===== src/rtl/sicaklik_pkg.sv =====
// Shared definitions for the temperature alarm scan controller.
//   state_t        : scan FSM states (IDLE, SCAN, DONE)
//   W_DEF          : default temperature/limit width
//   LIMIT_RST_BIT  : bit replicated across the limit register at reset (all ones)
//   ch_w()         : width of a channel index for n channels (minimum 1 bit)
// Optional build macro used by the design: HYSTERESIS_EN
package sicaklik_pkg;

   typedef enum logic [1:0] {
      IDLE = 2'd0,
      SCAN = 2'd1,
      DONE = 2'd2
   } state_t;

   localparam int W_DEF = 3;

   localparam logic LIMIT_RST_BIT = 1'b1;

   function automatic int ch_w(input int n);
      return (n > 1) ? $clog2(n) : 1;
   endfunction

endpackage


===== src/rtl/esik_karsilastirici.sv =====
// Threshold comparator shared by all scan channels. Pure combinational.
// Ports:
//   temp        in  W  temperature of the channel under comparison
//   limit       in  W  current alarm limit
//   hyst        in  W  hysteresis band width (only with HYSTERESIS_EN)
//   over        out 1  temp >= limit
//   below_band  out 1  sample low enough to clear the debounce counter
// Build macro: HYSTERESIS_EN adds the hyst port and the hold band
//   [limit-hyst, limit); without it every sample below limit clears.
module esik_karsilastirici #(
   parameter int W = 3
) (
   input  logic [W-1:0] temp,
   input  logic [W-1:0] limit,
`ifdef HYSTERESIS_EN
   input  logic [W-1:0] hyst,
`endif
   output logic         over,
   output logic         below_band
);

   assign over = (temp >= limit);

`ifdef HYSTERESIS_EN
   logic [W-1:0] band_lo;

   // Lower band edge saturates at zero instead of wrapping.
   assign band_lo    = (limit >= hyst) ? (limit - hyst) : '0;
   assign below_band = (temp < band_lo);
`else
   assign below_band = ~over;
`endif

endmodule


===== src/rtl/sicaklik_alarm_ctrl.sv =====
// Multi-sensor temperature scan controller. One shared comparator is walked
// across N_CH channels, one per clock; per-channel debounce counters raise a
// latched alarm after DEB consecutive samples at or above the limit.
// Ports:
//   clk          in   1             system clock, rising edge
//   rst_n        in   1             synchronous active-low reset
//   run          in   1             scan enable (level)
//   sicaklik_in  in   N_CH*W        packed temperatures, channel k = [k*W +: W]
//   cfg_we       in   1             limit write strobe, honoured only in IDLE
//   cfg_limit    in   W             new limit value
//   ack          in   N_CH          per-channel alarm clear
//   ch_sel       out  ch_w(N_CH)    channel under comparison
//   alarm        out  N_CH          latched per-channel alarm
//   alarm_any    out  1             OR of alarm
//   busy         out  1             high in SCAN and DONE
//   scan_done    out  1             one-cycle pulse after the last channel
// Build macro: HYSTERESIS_EN enables the HYST hold band in the comparator.
module sicaklik_alarm_ctrl
   import sicaklik_pkg::*;
#(
   parameter int N_CH = 4,
   parameter int W    = W_DEF,
   parameter int DEB  = 3,
   parameter int HYST = 1
) (
   input  logic                    clk,
   input  logic                    rst_n,
   input  logic                    run,
   input  logic [N_CH*W-1:0]       sicaklik_in,
   input  logic                    cfg_we,
   input  logic [W-1:0]            cfg_limit,
   input  logic [N_CH-1:0]         ack,
   output logic [ch_w(N_CH)-1:0]   ch_sel,
   output logic [N_CH-1:0]         alarm,
   output logic                    alarm_any,
   output logic                    busy,
   output logic                    scan_done
);

   localparam int                CH_W    = ch_w(N_CH);
   localparam int                CNT_W   = $clog2(DEB + 1);
   localparam logic [CNT_W-1:0]  DEB_C   = CNT_W'(DEB);
   localparam logic [CH_W-1:0]   LAST_CH = CH_W'(N_CH - 1);

   state_t           state;
   state_t           state_nxt;
   logic [W-1:0]     limit;
   logic [W-1:0]     temp;
   logic [CNT_W-1:0] cnt [N_CH];
   logic [CNT_W-1:0] cnt_cur;
   logic [CNT_W-1:0] cnt_upd;
   logic [N_CH-1:0]  hit;
   logic             over;
   logic             below_band;
   logic             set_now;

   assign temp    = sicaklik_in[int'(ch_sel) * W +: W];
   assign cnt_cur = cnt[ch_sel];

   esik_karsilastirici #(.W(W)) u_esik (
      .temp       (temp),
      .limit      (limit),
`ifdef HYSTERESIS_EN
      .hyst       (W'(HYST)),
`endif
      .over       (over),
      .below_band (below_band)
   );

`ifndef HYSTERESIS_EN
   // No hold band in this build; HYST is accepted but has no effect.
   if (HYST < 0) begin : g_hyst_unused
   end
`endif

   // Next state, status outputs and the shared counter update for ch_sel.
   always_comb begin
      state_nxt = state;
      busy      = 1'b0;
      scan_done = 1'b0;
      hit       = '0;
      cnt_upd   = cnt_cur;
      case (state)
         IDLE: begin
            if (run) state_nxt = SCAN;
         end
         SCAN: begin
            busy        = 1'b1;
            hit[ch_sel] = 1'b1;
            if (ch_sel == LAST_CH) state_nxt = DONE;
         end
         DONE: begin
            busy      = 1'b1;
            scan_done = 1'b1;
            state_nxt = run ? SCAN : IDLE;
         end
         default: state_nxt = IDLE;
      endcase
      // Counter saturates at DEB; samples inside the hold band keep it.
      if (over)            cnt_upd = (cnt_cur == DEB_C) ? DEB_C : cnt_cur + 1'b1;
      else if (below_band) cnt_upd = '0;
   end

   assign set_now   = over && (cnt_upd == DEB_C);
   assign alarm_any = |alarm;

   // Control registers: state, channel pointer, limit.
   always_ff @(posedge clk) begin
      if (!rst_n) begin
         state  <= IDLE;
         ch_sel <= '0;
         limit  <= {W{LIMIT_RST_BIT}};
      end else begin
         state  <= state_nxt;
         ch_sel <= (state == SCAN && ch_sel != LAST_CH) ? ch_sel + 1'b1 : '0;
         if (cfg_we && state == IDLE) limit <= cfg_limit;
      end
   end

   // Debounce counters and latched alarms; a set event beats ack.
   always_ff @(posedge clk) begin
      if (!rst_n) begin
         for (int k = 0; k < N_CH; k++) cnt[k] <= '0;
         alarm <= '0;
      end else begin
         for (int k = 0; k < N_CH; k++) begin
            if (hit[k] && set_now) begin
               cnt[k]   <= cnt_upd;
               alarm[k] <= 1'b1;
            end else if (ack[k]) begin
               cnt[k]   <= '0;
               alarm[k] <= 1'b0;
            end else if (hit[k]) begin
               cnt[k]   <= cnt_upd;
            end
         end
      end
   end

endmodule

===== config.mk =====
export PLATFORM = sky130hd
export DESIGN_NAME = sicaklik_alarm_ctrl
export DESIGN_NICKNAME = d
export VERILOG_FILES = /design/src/rtl/sicaklik_pkg.sv /design/src/rtl/esik_karsilastirici.sv /design/src/rtl/sicaklik_alarm_ctrl.sv
export SDC_FILE = /design/constraint.sdc
export NUM_CORES = 1
export LEC_CHECK = 0
export BUFFER_PORTS_ARGS = -buffer_cell sky130_fd_sc_hd__buf_4
export CORE_UTILIZATION = 55
export CTS_CLUSTER_DIAMETER = 200
export DETAILED_ROUTE_END_ITERATION = 7
export GPL_TIMING_DRIVEN = 0
export PLACE_DENSITY = 0.8
export SETUP_SLACK_MARGIN = 0.1
export SLEW_MARGIN = 20
export SYNTH_ARGS = -nofsm -noshare
export SYNTH_HDL_FRONTEND = slang
export SYNTH_SLANG_ARGS = --single-unit

===== constraint.sdc =====
create_clock -name clk -period 6.37 [get_ports clk]
set_input_delay 0 -clock clk [delete_from_list [all_inputs] [get_ports clk]]
set_output_delay 0 -clock clk [all_outputs]
set_load 0.01 [all_outputs]

# Word-level counts from Yosys, hierarchy flattened
# Memory sizes are Yosys's and may differ from the RTL's. A register that Yosys moved wholly into a read port is not among the register bits.
# Cells that the tools add are included.
# word_totals
ff_bits	11
ram_bits	8
input_bits	23
out_inout_bits	9
word_cells	133
mem_count	1
# memory_table
memory	words	word_bits	rd	rd_ports_with_merged_regs	wr	line_no	text
cnt	4	2	1	1	4	sicaklik_alarm_ctrl.sv:49	logic [CNT_W-1:0] cnt [N_CH];
# op_classes
addsub	2
mul	1
n_lt_le_gt_ge	3
n_eq_ne	8
shift	1
muxes	81
bitwise_logic	12
n_reduce_logical	17
# op_table
cell	count
1-bit two-way mux	61
2-bit two-way mux	17
1-bit OR	12
12-bit by 5-bit variable part select with 3-bit output	1
2-bit equality test, second input constant	4
1-bit logical AND	8
2-bit nonzero test	4
2-bit != test, second input constant	3
2-bit one-hot mux with 3 select lines	1
2-bit by 1-bit adder with 2-bit output, second input constant	2
2-bit by 2-bit multiplier with 4-bit output, second input constant	1
4-bit two-way mux	1
2-bit AND reduction	2
4-bit OR reduction	1
3-bit >= comparator	1
2-bit by 3-bit < comparator with 1-bit output, second input constant	1
1-bit demux with 2-bit select	1
2-bit by 1-bit equality test with 1-bit output, second input constant	1
2-bit by 1-bit >= comparator with 1-bit output, second input constant	1
2-bit logical NOT	1
2-bit OR reduction	1

# Longest topological paths before layout
# Gate-level depths: netlist of the first run.
# depth
word_depth	13
ltp_mapped	8
mapped_depth_nobuf	6

# By module
# A second synthesis of the first run with hierarchy kept.
# hier_totals
hier_cells	118
area_unflattened_um2	1233.7
# by_module_without_submodules
module	instances	cells_each	area_per_inst_um2	seq_area_each_um2
sicaklik_alarm_ctrl	1	107	1146.1	460.4
esik_karsilastirici	1	11	87.6	0.0

# Least setup slack after synthesis of the first run
# OpenSTA, ideal clock, no wires.
# synth_timing
path_kind	register -> register
start	register ch_sel[0]
end	memory cnt[3][1] (netlist bit) (data pin)
t_arrival_ns	2.201
t_required_ns	6.093
path_slack_ns	3.891
path_stages_with_launch	8
n_path_buf	2
period_less_slack_ns	2.479
path_cell_list	dfxtp_1 > buf_6 > mux4_1 > ha_1 > a21o_1 > a31oi_1 > clkbuf_1 > a211oi_1
# synth_rtl
element	line_no	text
start, declared	sicaklik_alarm_ctrl.sv:33	output logic [ch_w(N_CH)-1:0] ch_sel,
start signal, assigned	sicaklik_alarm_ctrl.sv:115	ch_sel <= (state == SCAN && ch_sel != LAST_CH) ? ch_sel + 1'b1 : '0;
end, declared	sicaklik_alarm_ctrl.sv:49	

==> results of run 1 <==
## power groups by stage
stage	combinational [mW]	clock, mW	sequential [mW]
4_1_cts	0.0814	0.0623	0.138
3_5_place_dp	0.0747	0	0.141
6_report	0.0825	0.0615	0.138
2_1_floorplan	0.0482	0	0.140
3_3_place_gp	0.0716	0	0.140
5_1_grt	0.0907	0.0659	0.139
## timing repair
| item | in CTS | in global routing |
|---|---|---|
| endpoints found under the hold margin | 8 | 0 |
| hold buffers | 11 | 0 |
| endpoints found under the setup margin | 0 | 0 |
| gates resized for setup | 0 | 0 |
## per-layer routing
layer	GRT usage [%]	wire, um	up-vias
met2	45.5	1270	39
met4	11.3	85	0
met3	4.09	129	13
li1	-	-	503
met1	33.1	1250	482
met5	0	0	-
## area by class of cell
type                            count  area share, %
Multi-Input combinational cell     76           41.6
Tap cell                           27           2.12
Timing Repair Buffer               42           21.5
Clock buffer                        3           1.41
Clock inverter                      1          0.314
Buffer                              6           2.04
Sequential cell                    19           28.9
Inverter                            9           2.12
## state kept, by name (all words and copies together) (netlist names)
signal  cells
cnt         8
alarm       4
limit       3
ch_sel      2
state       2
## metrics by stage
stage | worst slack, ps | total power, mW | hold WS, ps
after CTS | 3620 | 0.282 | 49.6
after floorplan | 3890 | 0.188 | 98.3
after detailed placement | 3630 | 0.215 | 226
final | 3600 | 0.282 | 49.3
after global routing | 3440 | 0.296 | 77.0
after global placement | 3700 | 0.212 | 224
## critical path: cells and delay by family (launching register included)
kind	cells	cell delay (ps)
AOI/OAI and AO/OA	3	580
muxes	1	570
DFF	1	420
adders and majority gates	1	310
buffers and inverters	2	630
## worst min-delay path by stage
stage | startpoint | endpoint
after floorplan | ack[0] | alarm[0]
after global placement | ack[0] | alarm[0]
after detailed placement | ack[1] | alarm[1]
after global routing | cfg_we | limit[1]
after CTS | cfg_we | limit[1]
final | cfg_we | limit[1]
## cell usage in the layout (no fill, tap or decap), drive strengths merged
cell	n
mux2i	2
o2111ai	1
edfxtp	8
and3	1
mux4	4
o32ai	3
o21ai	2
buf	34
mux2	1
ha	12
a21o	1
or4	1
nand2b	2
a211o	4
dlygate4sd3	11
o31ai	1
or2b	4
a21oi	2
or2	4
a211oi	8
inv	9
clkbuf	6
dfxtp	11
nor3	1
nand3b	2
a31oi	1
clkinv	1
nand3	10
nand2	7
nor2b	2
## logic make-up (layout without fill, tap and decap cells)
group	Yosys count	in the layout	synth area share (%)
adders and majority gates	12	12	12.6
AOI/OAI and AO/OA	23	23	16.1
muxes	7	7	11.1
DFF	19	19	38.7
buffers and inverters	15	61	5.57
and+or+nand+nor	34	34	16.0
==> results.ini, run 1 <==
[final_layout]
fin_area_um2=1600
utilization_pct=79.7
fillers=139
final_cells=183
multi_input_area_um2=664
area_growth_pct=33.9
seq_area_um2=460
insertedDiodeCount=0
final_layout_size_suffix_gt1_share_pct=28.2
finalNetCount=192

[detailed_routing]
wl_per_cell_um=14.9
drt_iter0_drc=31
drtAntennaViolNets=0
wirelength_um=2740
drc=0
via_count=1037
viasPerCell=5.67
firstDrtPassIters=4

[clock_network]
htree_levels=1
root_buffer=clkbuf_4
cts_buffer_depth=2
post-cts-setup-buffer-count=0
cts_tree=built
cts_made_buffers=3
clk_pin_slew_ps=110
clock_sinks=19
clkLatencyLatePin_ps=300

[grt]
grt_first_pass_wirelength_um=4770
track_usage_pct=26.5
grt_max_degree=12
grt_pass1_vias=1067
antenna_found_initial=0
grt_overflow=0

[sta]
min_period_over_period_pct=43.5
tns_ps=0
clock_skew_ps=3.36
tightest_slew_ps=522
finalHoldViolations=0
max_freq_ghz=0.361
max_slew_margin_pct=65.2
fin_crit_ps=2770
setup_viol=0
slew_viol_final=0
grt_setup_unrepaired=false

[power_and_ir_drop]
switchingPower_uw=85.1
p_clk_share_pct=21.8
pwr-share-seq_pct=48.9
swShare_pct=30.2
pwr-share-comb_pct=29.3
power.density_nw_per_um2=177
power.leakage_nw=0.676
ir_drop_mv=0.174
internal-power_uw=197

[yosys]
synth_area_um2=1190
ys_top_cells_by_count=ha_1, dfxtp_1, nand3_1
synth_edf_count=8
synthCells=110
synth-seq-cells=19
synth_area_leader_cell=edfxtp_1
synth.most_common_cell=ha_1
postSynthAreaPerCell_um2=10.8
synth_top_area_share_pct=20.2
yosysUniqueCellTypes=31
async_flop_share_pct=0
synth_nets=145
yosysWarnings=0
synth_area_leaders=edfxtp_1, dfxtp_1, ha_1
ys_seq_area_share_pct=38.7
ys.flop_type=dfxtp_1

[worst_setup_path]
slowest_stage=mux4_1
critPathArrivalTime_ps=2810
worstSetupPathType=reg2reg
reg2reg_setup_slack_ps=3600
worstPathRequired_ps=6410
reg2regPathDepth=7
crit_fanout=10
rr_startpoint=ch_sel[0]
cp-endpoint=cnt[3][1]
startpoint_type=flip-flop
cpPeakStageDelay_ps=570
crit_chain=buf_6 -> mux4_1 -> ha_1 -> a21o_1 -> a31oi_1 -> clkbuf_1 -> a211oi_1
endpoint_kind=flip-flop
rr_endpoint=cnt[3][1]
crit_start=ch_sel[0]

[placement]
dp_hpwl_um=2010
gp_routability_congestion=0.850
place_area_um2=1460
place_inst=168
port_buffers=31

[worst_hold_path]
worstHoldPathCells=4
hp-class=in2reg

[floorplan]
die_h_um=48.5
start_util_pct=59.5
num_rows=16
die_area_um2=2360
die_w_um=48.5
io_pins=32
core_um2=2000

[outcome]
status=completed

[run]
drv_cap=0

Power figures use the tool's default switching activity.
==> inputs of run 2 (changes only) <==
--- a/config.mk
+++ b/config.mk
@@ -5,12 +5,13 @@
 export SDC_FILE = /design/constraint.sdc
 export NUM_CORES = 1
 export LEC_CHECK = 0
+export ABC_AREA = 1
 export BUFFER_PORTS_ARGS = -buffer_cell sky130_fd_sc_hd__buf_4
-export CORE_UTILIZATION = 55
+export CORE_UTILIZATION = 47
 export CTS_CLUSTER_DIAMETER = 200
 export DETAILED_ROUTE_END_ITERATION = 7
 export GPL_TIMING_DRIVEN = 0
-export PLACE_DENSITY = 0.8
+export PLACE_DENSITY = 0.72
 export SETUP_SLACK_MARGIN = 0.1
 export SLEW_MARGIN = 20
 export SYNTH_ARGS = -nofsm -noshare
==> constraint.sdc (replaced) <==
create_clock -name clk -period 2.4 [get_ports clk]
set_input_delay 0 -clock clk [delete_from_list [all_inputs] [get_ports clk]]
set_output_delay 0 -clock clk [all_outputs]
set_load 0.01 [all_outputs]
==> run 2 against run 1 <==
Net effect:
- via count up 16%
- sequential power increased to 3.2 times the previous value
- final area increased by 1.1%
- die area is 19% higher
- clock skew increased by 0.64 ps
- utilization decreased by 14 points
- combinational power rose to 8.2 times the previous value
- synthesized cell count is 45% higher
- power increased to 4.5 times the previous value
- maximum frequency is 22% higher
- sequential share of layout area decreased by 0.16 points
- worst hold slack got worse by 43 ps
==> results.ini, run 2 <==
[power_and_ir_drop]
pwr-share-comb_pct=53.3  ; was 29.3%
pwr-share-seq_pct=34.2  ; was 48.9%
ir_drop_mv=0.656  ; was 0.174 mV
power.density_nw_per_um2=791  ; was 177 nW/um^2
swShare_pct=42.5  ; was 30.2%
switchingPower_uw=542  ; was 85.1 uW
internal-power_uw=734  ; was 197 uW
power_mw=1.28  ; was 282 uW
p_clk_share_pct=12.5  ; was 21.8%
power.leakage_nw=0.825  ; was 0.676 nW

[floorplan]
io_pins=32  ; unchanged
start_util_pct=49.6  ; was 59.5%
core_um2=2450  ; was 2000 um^2
die_h_um=52.9  ; was 48.5 um
die_area_um2=2800  ; was 2360 um^2
num_rows=18  ; was 16
die_w_um=52.9  ; was 48.5 um

[yosys]
synth.most_common_cell=nand2_1  ; was ha_1
synth_top_area_share_pct=19.7  ; was 20.2%
synth_area_leaders=edfxtp_1, dfxtp_1, ha_1  ; unchanged
synthCells=160  ; was 110
synth_area_um2=1220  ; was 1190 um^2
async_flop_share_pct=0  ; unchanged
ys_top_cells_by_count=nand2_1, inv_1, nand3_1  ; was ha_1, dfxtp_1, nand3_1
synth_area_leader_cell=edfxtp_1  ; unchanged
synth_edf_count=8  ; unchanged
synth_nets=195  ; was 145
postSynthAreaPerCell_um2=7.61  ; was 10.8 um^2
yosysUniqueCellTypes=24  ; was 31
yosysWarnings=0  ; unchanged
ys_seq_area_share_pct=37.8  ; was 38.7%
ys.flop_type=dfxtp_1  ; unchanged
synth-seq-cells=19  ; unchanged

[sta]
min_period_over_period_pct=94.5  ; was 43.5%
finalHoldViolations=0  ; unchanged
clock_skew_ps=4.00  ; was 3.36 ps
tightest_slew_ps=443  ; was 522 ps
tns_ps=0  ; unchanged
setup_viol=0  ; unchanged
fin_crit_ps=2270  ; was 2770 ps
slew_viol_final=0  ; unchanged
max_freq_ghz=0.441  ; was 0.361 GHz
max_slew_margin_pct=70.5  ; was 65.2%

[grt]
antenna_found_initial=0  ; unchanged
track_usage_pct=21.1  ; was 26.5%
grt_max_degree=12  ; unchanged
grt_overflow=0  ; unchanged
grt_pass1_vias=1010  ; was 1067
grt_first_pass_wirelength_um=4310  ; was 4770 um

[placement]
place_area_um2=1490  ; was 1460 um^2
dp_hpwl_um=2020  ; was 2010 um
place_inst=221  ; was 168
gp_routability_congestion=0.907  ; was 0.850
port_buffers=31  ; unchanged

[final_layout]
top_register=cnt  ; unchanged
final_common_cell=nand2_1  ; was buf_4
area_growth_pct=32.5  ; was 33.9%
final_cell_mix=nand2_1, buf_4, inv_1, nand3_1, nor2_1  ; was buf_4, ha_1, dfxtp_1, dlygate4sd3_1, nand3_1
utilization_pct=65.7  ; was 79.7%
finalNetCount=241  ; was 192
final_cells=235  ; was 183
insertedDiodeCount=0  ; unchanged
fillers=220  ; was 139
largest_reg_flops=8  ; unchanged
final_layout_size_suffix_gt1_share_pct=27.8  ; was 28.2%
fin_area_um2=1610  ; was 1600 um^2
largestRegisters=cnt x8, alarm x4, limit x3  ; unchanged

[worst_setup_path]
worstSetupPathType=reg2reg  ; unchanged
crit_chain=inv_2 -> buf_6 -> o21ai_0 -> o22ai_1 -> ha_1 -> a21oi_2 -> nand3_2 -> nand2_2 -> nor2_2 -> nand2_1 -> nand2_1  ; was buf_6 -> mux4_1 -> ha_1 -> a21o_1 -> a31oi_1 -> clkbuf_1 -> a211oi_1
worstPathRequired_ps=2450  ; was 6410 ps
slowest_stage=dfxtp_2  ; was mux4_1
crit_fanout=11  ; was 10
critPathTopFamily=compound AO/OA/AOI/OAI gates  ; was buffers and inverters
critPathArrivalTime_ps=2320  ; was 2810 ps
startpoint_type=flip-flop  ; unchanged
crit_buf_inv=2  ; unchanged
path_common_cell=nand2_1
endpoint_kind=flip-flop  ; unchanged
reg2reg_setup_slack_ps=130  ; was 3600 ps
cpPeakStageDelay_ps=400  ; was 570 ps

[worst_hold_path]
hp-class=in2reg  ; unchanged

[detailed_routing]
drc=0  ; unchanged
viasPerCell=5.11  ; was 5.67
wirelength_um=2830  ; was 2740 um
drtAntennaViolNets=0  ; unchanged
via_count=1200  ; was 1037
drt_iter0_drc=25  ; was 31
firstDrtPassIters=6  ; was 4
wl_per_cell_um=12.0  ; was 14.9 um

[clock_network]
htree_levels=1  ; unchanged
cts_buffer_depth=2  ; unchanged
root_buffer=clkbuf_4  ; unchanged
clk_pin_slew_ps=100  ; was 110 ps
clock_sinks=19  ; unchanged
clkLatencyLatePin_ps=290  ; was 300 ps
cts_made_buffers=3  ; unchanged
cts_tree=built  ; unchanged

[run]
drv_cap=0  ; unchanged

[outcome]
status=completed  ; unchanged

[run 2: through the flow]
stage	setup WS (ps)	hold WS (ps)
6_report	132	6.01
5_1_grt	-54.4	41.5
3_5_place_dp	173	213
4_1_cts	148	9.43
3_3_place_gp	230	205
2_1_floorplan	367	113
[run 2: power by group through the flow]
stage | logic, mW | registers (mW) | clock network, mW
after floorplan | 0.449 | 0.434 | 0
after global routing | 0.755 | 0.442 | 0.173
final | 0.680 | 0.436 | 0.159
after CTS | 0.626 | 0.435 | 0.163
after global placement | 0.590 | 0.438 | 0
after detailed placement | 0.612 | 0.442 | 0
[run 2: cells by family after synthesis]
group / share of synthesized area, %
DFF: 37.8
adders and majority gates: 12.3
AOI/OAI and AO/OA: 8.74
and+or+nand+nor: 31.6
buffers and inverters: 9.56
[run 2: final timing paths]
kind | startpoint | end | cells past startpoint
worst max-delay path | ch_sel[0] | cnt[3][0] | 11
worst min-delay path | cfg_we | limit[0] | 4
worst max register to register | ch_sel[0] | cnt[3][0] | 11
worst min register to register | alarm[2] | alarm[2] | 2
[run 2: per-layer routing]
layer	vias up	part of all wire (%)	global-route usage, %
met5	-	0	0
met4	0	1.6	7.46
met3	6	4.6	2.87
met2	44	49	35.0
met1	533	45	27.8
li1	617	-	-
[run 2: worst min-delay path: cells and delay by family]
| kind | cells | cell delay [ps] |
|---|---|---|
| buf+inv | 1 | 80 |
| simple gates | 3 | 180 |
[run 2: final cells by class]
type                    instances  area [um^2]  share of cell area (%)
multi-input cells             114          649                    40.3
flip-flops and latches         19          463                    28.7
repair buffers                 40          320                    19.9
inverters                      25         93.8                    5.82
well taps                      30         37.5                    2.33
clock buffers                   4         26.3                    1.63
plain buffers                   3         22.5                    1.40
[run 2: timing repair]
| item | 4_1_cts | 5_1_grt |
|---|---|---|
| endpoints found under the hold margin | 8 | 0 |
| buffers inserted | 0 | 1 |
| gates resized for setup | 0 | 3 |
| endpoints found under the setup margin | 0 | 9 |
| hold buffers | 8 | 0 |
==> inputs of run 3 (changes only) <==
--- a/config.mk
+++ b/config.mk
@@ -11,9 +11,10 @@
 export CTS_CLUSTER_DIAMETER = 200
 export DETAILED_ROUTE_END_ITERATION = 7
 export GPL_TIMING_DRIVEN = 0
-export PLACE_DENSITY = 0.72
+export PLACE_DENSITY = 0.71
 export SETUP_SLACK_MARGIN = 0.1
 export SLEW_MARGIN = 20
 export SYNTH_ARGS = -nofsm -noshare
 export SYNTH_HDL_FRONTEND = slang
+export SYNTH_HIERARCHICAL = 1
 export SYNTH_SLANG_ARGS = --single-unit
==> run 3 against run 2 <==
Net effect:
- the run now ends with negative hold slack left
- via count is 7.7% higher
- non-clock buffer count rose by 1
- worst setup slack better by 100 ps
- routed wire length up 9.4%
- sequential share of layout area is 1.5 points lower
- count of clock-buffer cells in the layout stayed put
- sequential power rose by 4.8%
- largest cell class unchanged
==> results.ini, run 3 <==
[outcome]
status=finished with violations  ; was completed
violations=negative hold slack

[worst_setup_path]
critPathArrivalTime_ps=2220  ; was 2320 ps
startpoint_type=flip-flop  ; unchanged
crit_fanout=8  ; was 11
worstPathRequired_ps=2460  ; was 2450 ps
worstSetupPathType=reg2reg  ; unchanged
endpoint_kind=flip-flop  ; unchanged

[yosys]
synth_area_leaders=edfxtp_1, dfxtp_1, nand2_1  ; was edfxtp_1, dfxtp_1, ha_1
postSynthAreaPerCell_um2=7.52  ; was 7.61 um^2
synth.most_common_cell=nand2_1  ; unchanged
ys.flop_type=dfxtp_1  ; unchanged
synthCells=174  ; was 160
ys_seq_area_share_pct=35.2  ; was 37.8%
yosysWarnings=6  ; was 0
synth_nets=209  ; was 195
synth_area_um2=1310  ; was 1220 um^2
ys_top_cells_by_count=nand2_1, inv_1, nor2_1  ; was nand2_1, inv_1, nand3_1
synth-seq-cells=19  ; unchanged
synth_edf_count=8  ; unchanged
synth_top_area_share_pct=18.4  ; was 19.7%
async_flop_share_pct=0  ; unchanged
yosysUniqueCellTypes=22  ; was 24
synth_area_leader_cell=edfxtp_1  ; unchanged

[placement]
dp_slack_ps=-61.5  ; was 173 ps
port_buffers=31  ; unchanged
dp_hpwl_um=2300  ; was 2020 um
gp_routability_congestion=0.871  ; was 0.907
place_area_um2=1580  ; was 1490 um^2

[floorplan]
io_pins=32  ; unchanged
die_w_um=54.8  ; was 52.9 um
core_um2=2540  ; was 2450 um^2
die_area_um2=3000  ; was 2800 um^2
start_util_pct=51.4  ; was 49.6%
die_h_um=54.8  ; was 52.9 um
num_rows=18  ; unchanged

[final_layout]
fillers=229  ; was 220
largest_reg_flops=8  ; unchanged
fin_area_um2=1710  ; was 1610 um^2
largestRegisters=cnt x8, alarm x4, limit x3  ; unchanged
finalNetCount=255  ; was 241
insertedDiodeCount=0  ; unchanged
area_growth_pct=30.9  ; was 32.5%
final_common_cell=nand2_1  ; unchanged
top_register=cnt  ; unchanged
multi_input_area_um2=742  ; was 649 um^2
seq_area_um2=465  ; was 463 um^2
final_cell_mix=nand2_1, buf_4, nor2_1, inv_1, nand3_1  ; was nand2_1, buf_4, inv_1, nand3_1, nor2_1
final_layout_size_suffix_gt1_share_pct=29.7  ; was 27.8%

[detailed_routing]
firstDrtPassIters=4  ; was 6
drc=0  ; unchanged
drt_iter0_drc=29  ; was 25
wirelength_um=3090  ; was 2830 um
drtAntennaViolNets=0  ; unchanged
via_count=1292  ; was 1200
wl_per_cell_um=12.4  ; was 12.0 um
viasPerCell=5.19  ; was 5.11

[power_and_ir_drop]
power_mw=1.43  ; was 1.28 mW
power.leakage_nw=0.887  ; was 0.825 nW
power.density_nw_per_um2=834  ; was 791 nW/um^2
ir_drop_mv=0.658  ; was 0.656 mV

[sta]
setup_slack_ps=236  ; was 132 ps
max_freq_ghz=0.462  ; was 0.441 GHz
tightest_slew_ps=296  ; was 443 ps
tns_ps=0  ; unchanged
setup_viol=0  ; unchanged
finalHoldViolations=1  ; was 0
holdWs_ps=-7.53  ; was 6.01 ps
grt_setup_unrepaired=false
max_slew_margin_pct=80.3  ; was 70.5%
clock_skew_ps=14.4  ; was 4.00 ps
min_period_over_period_pct=90.2  ; was 94.5%
slew_viol_final=0  ; unchanged
fin_crit_ps=2160  ; was 2270 ps

[grt]
grt_overflow=0  ; unchanged
grt_max_degree=12  ; unchanged
track_usage_pct=22.9  ; was 21.1%
grt_first_pass_wirelength_um=4830  ; was 4310 um
antenna_found_initial=0  ; unchanged
grt_pass1_vias=1230  ; was 1010

[clock_network]
clkLatencyLatePin_ps=310  ; was 290 ps
cts_tree=built  ; unchanged
cts_buffer_depth=2  ; unchanged
root_buffer=clkbuf_4  ; unchanged
htree_levels=1  ; unchanged
clock_sinks=19  ; unchanged
cts_made_buffers=3  ; unchanged
clk_pin_slew_ps=120  ; was 100 ps

[worst_hold_path]
hp-class=in2reg  ; unchanged

[run]
drv_cap=0  ; unchanged

run 3: cell count changes after synthesis, sizes merged, moves of 3 or more:
cell   delta
o21ai     +4
nand3     -3
nand2    +11
a21oi     +5
run 3: worst paths after layout:
kind              depth (start not counted)       from  slack [ps]   endpoint
setup / recovery                         14  ch_sel[0]         240  cnt[3][1]
hold / removal                            3      rst_n          -8   alarm[2]
setup reg to reg                         14  ch_sel[0]         240  cnt[3][1]
hold reg to reg                           2   limit[1]         490   limit[1]
run 3: layout make-up:
| type | count | area share [%] |
|---|---|---|
| well taps | 30 | 2.19 |
| repair buffers | 41 | 19.0 |
| clock buffers | 4 | 1.53 |
| flip-flops and latches | 19 | 27.2 |
| plain buffers | 3 | 1.61 |
| multi-input cells | 129 | 43.3 |
| inverters | 23 | 5.19 |
run 3: stage by stage:
step / util, % / instances
6_report: 67.3 / 249
5_1_grt: 67.3 / 249
4_1_cts: 65.9 / 246
3_5_place_dp: 62.0 / 235
3_3_place_gp: 62.0 / 235
2_1_floorplan: - / 174
run 3: critical path, cell delays in order (launching register included):
cell and delay (ps):
dfxtp_4 410, buf_6 130, o21ai_0 90, o22ai_1 190, inv_1 70, ha_1 270
inv_1 50, nand2_1 70, nand2_1 80, nand2_2 90, inv_4 90, nand2_1 70
nand3_2 80, nand2_2 80, a21boi_2 160
run 3: logic make-up (layout without fill, tap and decap cells):
logic type               after synthesis  after routing  share of synthesized area (%)
AND/OR/NAND/NOR                       91             91                           32.2
adder cells (fa/ha/maj)               12             12                           11.5
flip-flops                            19             19                           35.2
buffers and inverters                 26             71                           8.70
AO/OA/AOI/OAI                         26             26                           12.4
run 3: metal layers:
| metal | global-route usage [%] | part of all wire, % |
|---|---|---|
| met1 | 24.9 | 40 |
| met2 | 43.2 | 52 |
| met3 | 3.06 | 6.1 |
| met4 | 9.83 | 1.8 |
| met5 | 0 | 0 |
run 3: repair_timing:
action,in CTS,in global routing
hold buffers,7,0
gates resized for setup,3,5
setup buffers,0,3
hold endpoints to repair,7,0
setup endpoints to repair,8,4
pin swaps,0,4
run 3: power breakdown:
part           internal, mW  switching (mW)  total (mW)  leakage (nW)
Sequential            0.411          0.0458       0.457         0.180
Combinational         0.320           0.482       0.802         0.691
Clock                0.0648           0.105       0.169        0.0150
Total                 0.796           0.632        1.43         0.887
